`src/rtl/regfile_wb_arbiter.sv`:
```
// regfile_wb_arbiter: MEM-priority register-file writeback arbiter with ALU aging guard; WB_ARB_STATS_EN adds grant/conflict counters
module regfile_wb_arbiter #(
    parameter int MAX_WAIT = 4,
    parameter int DATA_W   = 32,
    parameter int ID_W     = 5
) (
    input  logic              clk,
    input  logic              rst,
    input  logic              alu_valid,
    output logic              alu_ready,
    input  logic [ID_W-1:0]   alu_id,
    input  logic [DATA_W-1:0] alu_data,
    input  logic              mem_valid,
    output logic              mem_ready,
    input  logic [ID_W-1:0]   mem_id,
    input  logic [DATA_W-1:0] mem_data,
    output logic              write_en,
    output logic [ID_W-1:0]   write_id,
    output logic [DATA_W-1:0] write_data,
`ifdef WB_ARB_STATS_EN
    output logic              wb_conflict,
    output logic [31:0]       stat_alu_grants,
    output logic [31:0]       stat_mem_grants,
    output logic [31:0]       stat_conflicts
`else
    output logic              wb_conflict
`endif
);
    localparam logic [3:0] MAX_W = 4'(MAX_WAIT);
    logic [3:0]        alu_wait_q, alu_wait_d;
    logic              force_alu, xfer;
    logic [ID_W-1:0]   sel_id;
    logic [DATA_W-1:0] sel_data;
    logic              write_en_q;
    logic [ID_W-1:0]   write_id_q;
    logic [DATA_W-1:0] write_data_q;
    always_comb begin
        force_alu   = alu_valid && (alu_wait_q == MAX_W);
        alu_ready   = !rst && alu_valid && (force_alu || !mem_valid);
        mem_ready   = !rst && mem_valid && !force_alu;
        wb_conflict = !rst && alu_valid && mem_valid;
        xfer        = alu_ready || mem_ready;
        sel_id      = alu_ready ? alu_id : mem_id;
        sel_data    = alu_ready ? alu_data : mem_data;
        alu_wait_d  = (!alu_valid || alu_ready) ? 4'd0 :
                      (alu_wait_q == MAX_W) ? MAX_W : alu_wait_q + 4'd1;
    end
    // id/data load even for x0 transfers; only the enable is suppressed
    always_ff @(posedge clk) begin
        if (rst) begin
            alu_wait_q   <= '0;
            write_en_q   <= 1'b0;
            write_id_q   <= '0;
            write_data_q <= '0;
        end else begin
            alu_wait_q <= alu_wait_d;
            write_en_q <= xfer && (sel_id != '0);
            if (xfer) begin
                write_id_q   <= sel_id;
                write_data_q <= sel_data;
            end
        end
    end
    assign write_en   = write_en_q;
    assign write_id   = write_id_q;
    assign write_data = write_data_q;
`ifdef WB_ARB_STATS_EN
    logic [31:0] stat_alu_q, stat_mem_q, stat_cf_q;
    always_ff @(posedge clk) begin
        if (rst) begin
            stat_alu_q <= '0;
            stat_mem_q <= '0;
            stat_cf_q  <= '0;
        end else begin
            stat_alu_q <= stat_alu_q + 32'(alu_ready);
            stat_mem_q <= stat_mem_q + 32'(mem_ready);
            stat_cf_q  <= stat_cf_q + 32'(wb_conflict);
        end
    end
    assign stat_alu_grants = stat_alu_q;
    assign stat_mem_grants = stat_mem_q;
    assign stat_conflicts  = stat_cf_q;
`endif
endmodule
```
`config.mk`:
```
export PLATFORM = sky130hd
export DESIGN_NAME = regfile_wb_arbiter
export DESIGN_NICKNAME = d
export VERILOG_FILES = /design/src/rtl/regfile_wb_arbiter.sv
export SDC_FILE = /design/constraint.sdc
export NUM_CORES = 1
export LEC_CHECK = 0
export BUFFER_PORTS_ARGS = -buffer_cell sky130_fd_sc_hd__buf_4
export CAP_MARGIN = 40
export CORE_MARGIN = 2
export CORE_UTILIZATION = 40
export CTS_CLUSTER_SIZE = 8
export DETAILED_ROUTE_END_ITERATION = 12
export PLACE_DENSITY = 0.69
export SLEW_MARGIN = 40
export SYNTH_ARGS = -nofsm -noshare
export SYNTH_HDL_FRONTEND = slang
export SYNTH_SLANG_ARGS = --single-unit
```
`constraint.sdc`:
```
create_clock -name clk -period 3.75 [get_ports clk]
set_input_delay 1.125 -clock clk [delete_from_list [all_inputs] [get_ports clk]]
set_output_delay 1.125 -clock clk [all_outputs]
set_load 0.02 [all_outputs]
```
# == Yosys cells after proc, flatten, opt, wreduce, memory -nomap -nowiden ==
# Cells that the tools add are included.
# classes
n_addsub,1
n_eq_ne,1
n_mux,3
reduce_logical,17
# op_table
op,count
$mux 32,1
$logic_and 1x1->1,7
$mux 5,1
$reduce_bool 5->1,1
$add 4x1->4 const B,1
$eq 4x3->1 const B,1
$logic_not 1->1,4
$logic_or 1x1->1,3
$mux 3,1
$reduce_or 3->1,1
$reduce_or 2->1,1
# totals
ff_bits,42
out_inout_bits,41
word_cells,27

# == Longest topological paths before layout ==
# depth
depth_word,7
ltp_mapped,7

# == Worst setup path before layout ==
# Ideal clock, no wire load.
# synth_timing
path_kind,input -> output
from,input alu_valid
to,output mem_ready
arrival_time_ps,2090
path_slack_ps,535
cell_stages,6
path_buffers,3
cell_sequence,buf_6 and4b_4 nand2b_4 buf_6 buf_6 nor2_1
# synth_via
elab_chain_cells,3
# synth_lines
item,line_no,source
"start, declared",9,"input logic alu_valid,"
$logic_and 1x1->1,38,force_alu = alu_valid && (alu_wait_q == MAX_W);
$logic_not 1->1,40,mem_ready = !rst && mem_valid && !force_alu;
$logic_and 1x1->1,40,
"end, declared",14,"output logic mem_ready,"
# No other way between the ends.

# == Worst setup path after layout ==
# layout_timing
from,input alu_valid
to,output alu_ready
# layout_via
elab_chain_cells,3
# layout_lines
item,line_no,source
$logic_and 1x1->1,38,
$logic_or 1x1->1,39,alu_ready = !rst && alu_valid && (force_alu || !mem_valid);
$logic_and 1x1->1 *,39,
"end, declared",10,"output logic alu_ready,"
# Every way passes the cells marked *; elsewhere a longest branch is shown, timed or not.

==> metrics.md <==
| Metric | Value |
|---|---|
| Critical path class | `input pin to output port` |
| Number of DRC markers in iteration 0 | `53` |
| Final Skew | `6.04 ps` |
| Clk network pwr share | `27.9%` |
| PD cells | `338 nW/um2` |
| Setup Buffers After CTS | `0` |
| Post-route ant nets | `0` |
| Synthesized area per cell | `10.8 um2` |
| Synthesized Nets | `286` |
| Routability cong. | `0.782` |
| CTS hold repair buffers | `0` |
| Post-Synthesis Cell Area | `2220 um2` |
| Synthesized flop and latch total | `42` |
| DR DRC count | `0` |
| Layout Cells excl Fill | `388` |
| LEAKAGE | `0.00141 uW` |
| Worst path bufs/invs | `3` |
| IO Port Bufs | `118` |
| Final max-slew violation count | `0` |
| Status | `complete, no violations` |
| Crit-path leading delay family | `buffers and inverters` |
| Asr flop ratio synth | `0%` |
| Avg Vias per Cell | `5.16` |
| RSZ-0062 raised after global routing | `false` |
| Fmax | `0.318 GHz` |
| Clk root buf | `clkbuf_8` |
| Largest net degree at the start of global routing | `40` |
| Drt first pass iters | `4` |
| Endpoints failing setup | `0` |
| First-pass GRT wire length | `8850 um` |
| Simple-gate share of the synthesized area | `14.6%` |
| CP most frequent cell | `buf_4` |
| Relative slew margins | `63.5%` |
| CP required | `2620 ps` |
| Pre-CTS WS | `591 ps` |
| Vias in the first global route | `1898` |
| CP Cell Sequence | `buf_4 > nor2b_1 > o21ai_0 > inv_1 > buf_4` |
| Initial core utilization | `40.8%` |
| Layout area overhead | `42.6%` |
| Tot GR Track Use | `18.0%` |
| Hold WS | `479 ps` |
| Sequential area share after synthesis | `37.9%` |
| Startpoint type of the worst setup path | `input pin` |
| Int Power | `768 uW` |
| CP endpoint kind | `output port` |
| Clock transition at path regs | `80 ps` |
| Num ports | `119` |
| Die extent in x | `78.5 um` |
| Synth Area in Compound Gates | `20.9%` |
| Layout cell share with drive strength beyond 1 | `51.9%` |
| CTS max path bufs | `2` |
| Mux share of post-synthesis cell area | `16.7%` |
| Netlist cell types | `32` |
| Largest family of logic cells by synthesized area | `compound AO/OA/AOI/OAI gates` |
| Switching share of power | `28.1%` |
| Post-Synth XOR/XNOR Area | `0.790%` |
| Max Cap Viol | `0` |
| Post-CTS sizing | `0` |
| Slew of the pin with the lowest slew margin | `548 ps` |
| Final TNS setup | `0 ps` |
| CP max stage delay | `280 ps` |
| Die area | `6150 um2` |
| Slowest library cell on the worst path | `buf_4` |
| Leading register cell type out of synthesis | `dfxtp_1` |
| Final Hold Viols | `0` |
| Filler Cells Inserted | `495` |
| Total gr overflow | `0` |
| Synth Warn # | `0` |
| Fin crit period | `3140 ps` |
| Die height | `78.5 um` |
| DPL Wire Length | `3950 um` |
| Sequential cell fraction of total power | `46.2%` |
| DR WL/cell | `14.5 um` |
| Placed Cells | `380` |
| Top cell type's share of synthesized area | `37.9%` |
| Routed wire length | `5630 um` |
| TritonCTS clock tree | `yes` |
| Syn Inst Count | `206` |
| Adder-cell area share of the yosys netlist | `1.13%` |
| Final WS setup | `606 ps` |
| Cell Rows | `27` |
| NetSw | `300 uW` |
| Antenna diode instance count | `0` |
| Clock sinks | `42` |
| EDFF count, synth | `0` |
| Final Net Count | `395` |
| Synth area leader | `dfxtp_1` |
| H-tree levels | `2` |
| Max VDD drop | `0.000250 V` |
| Core Util, Final | `58.1%` |
| Worst Path Arrival | `2020 ps` |
| Comb pwr share | `25.9%` |
| Via count | `2003` |
| Placeable Area | `5440 um2` |
| Largest fanout on the critical path | `20` |
| Skew-Pair Late Insertion Delay | `290 ps` |
| Period utilization | `83.8%` |
| Antenna violations before repair | `0` |
| CTS Buf Count | `5` |
| Type of the tightest min-delay check | `register to register` |
| Synth area leaders | `dfxtp_1, mux2i_1, a211oi_2` |
registers in the layout (all words and copies together), names as in the netlist:
signal,cells
alu_wait_q,4
write_data,32
write_en,1
write_id,5
path summary, 6_finish.rpt:
check,startpoint,to,slack (ps),cells after the start
max,alu_valid,alu_ready,610,5
min,alu_wait_q[0],alu_wait_q[0],480,1
max reg2reg,alu_wait_q[0],write_id[4],2050,6
min reg2reg,alu_wait_q[0],alu_wait_q[0],480,1
synthesized netlist by cell type, drive strengths merged, types with 2 or more instances:
cell type / count
clkbuf: 4
a211oi: 36
inv: 4
nand3: 2
ha: 2
nor2: 7
mux2i: 37
or4: 2
nor3: 37
dfxtp: 42
a2111oi: 2
buf: 17
nor4: 2
nand2b: 2
per-stage QoR:
step | total power, uW | cell area (um2)
floorplan | 657 | 2220
global placement | 780 | 3070
detailed placement | 783 | 3070
CTS | 1080 | 3160
global route | 1130 | 3160
finish | 1070 | 3160
cells in the final DEF (no fill, tap or decap), types with 2 or more instances in the layout:
cell type / n
nor4_1: 2
mux2i_1: 37
nor2_1: 7
nand3_1: 2
inv_1: 3
a211oi_2: 29
a211oi_1: 7
clkbuf_8: 6
dfxtp_1: 42
ha_1: 2
nor3_1: 37
buf_4: 123
kinds of logic after synthesis:
logic type      Yosys count
compound gates           40
xor+xnor                  2
fa+ha+maj                 2
buf+inv                  25
flops                    42
mux                      37
simple gates             58
area by class of cell:
class	instances	area [um2]	area share (%)
clock buffer	7	86.3	2.73
clock inverter	1	5.00	0.158
inverter	4	15.0	0.475
multi-input combinational	139	1200	38.0
sequential	42	841	26.6
tap	72	90.1	2.85
timing repair buffer	123	923	29.2
routing by layer:
layer | vias up | wire length (um) | share of wire, % | track usage (%)
met4 | 0 | 19 | 0.34 | 4.56
met1 | 934 | 2430 | 43 | 21.9
met2 | 71 | 2740 | 49 | 30.3
li1 | 994 | - | - | -
met3 | 4 | 438 | 7.8 | 6.21
met5 | - | 0 | 0 | 0
power by group through the flow:
stage               combinational [uW]  clock [uW]  sequential, uW
finish                             276         298             494
global route                       296         332             498
CTS                                279         311             494
detailed placement                 279           0             504
global placement                   276           0             504
floorplan                          116           0             541
Note: power is estimated with default switching activity, not from simulation.
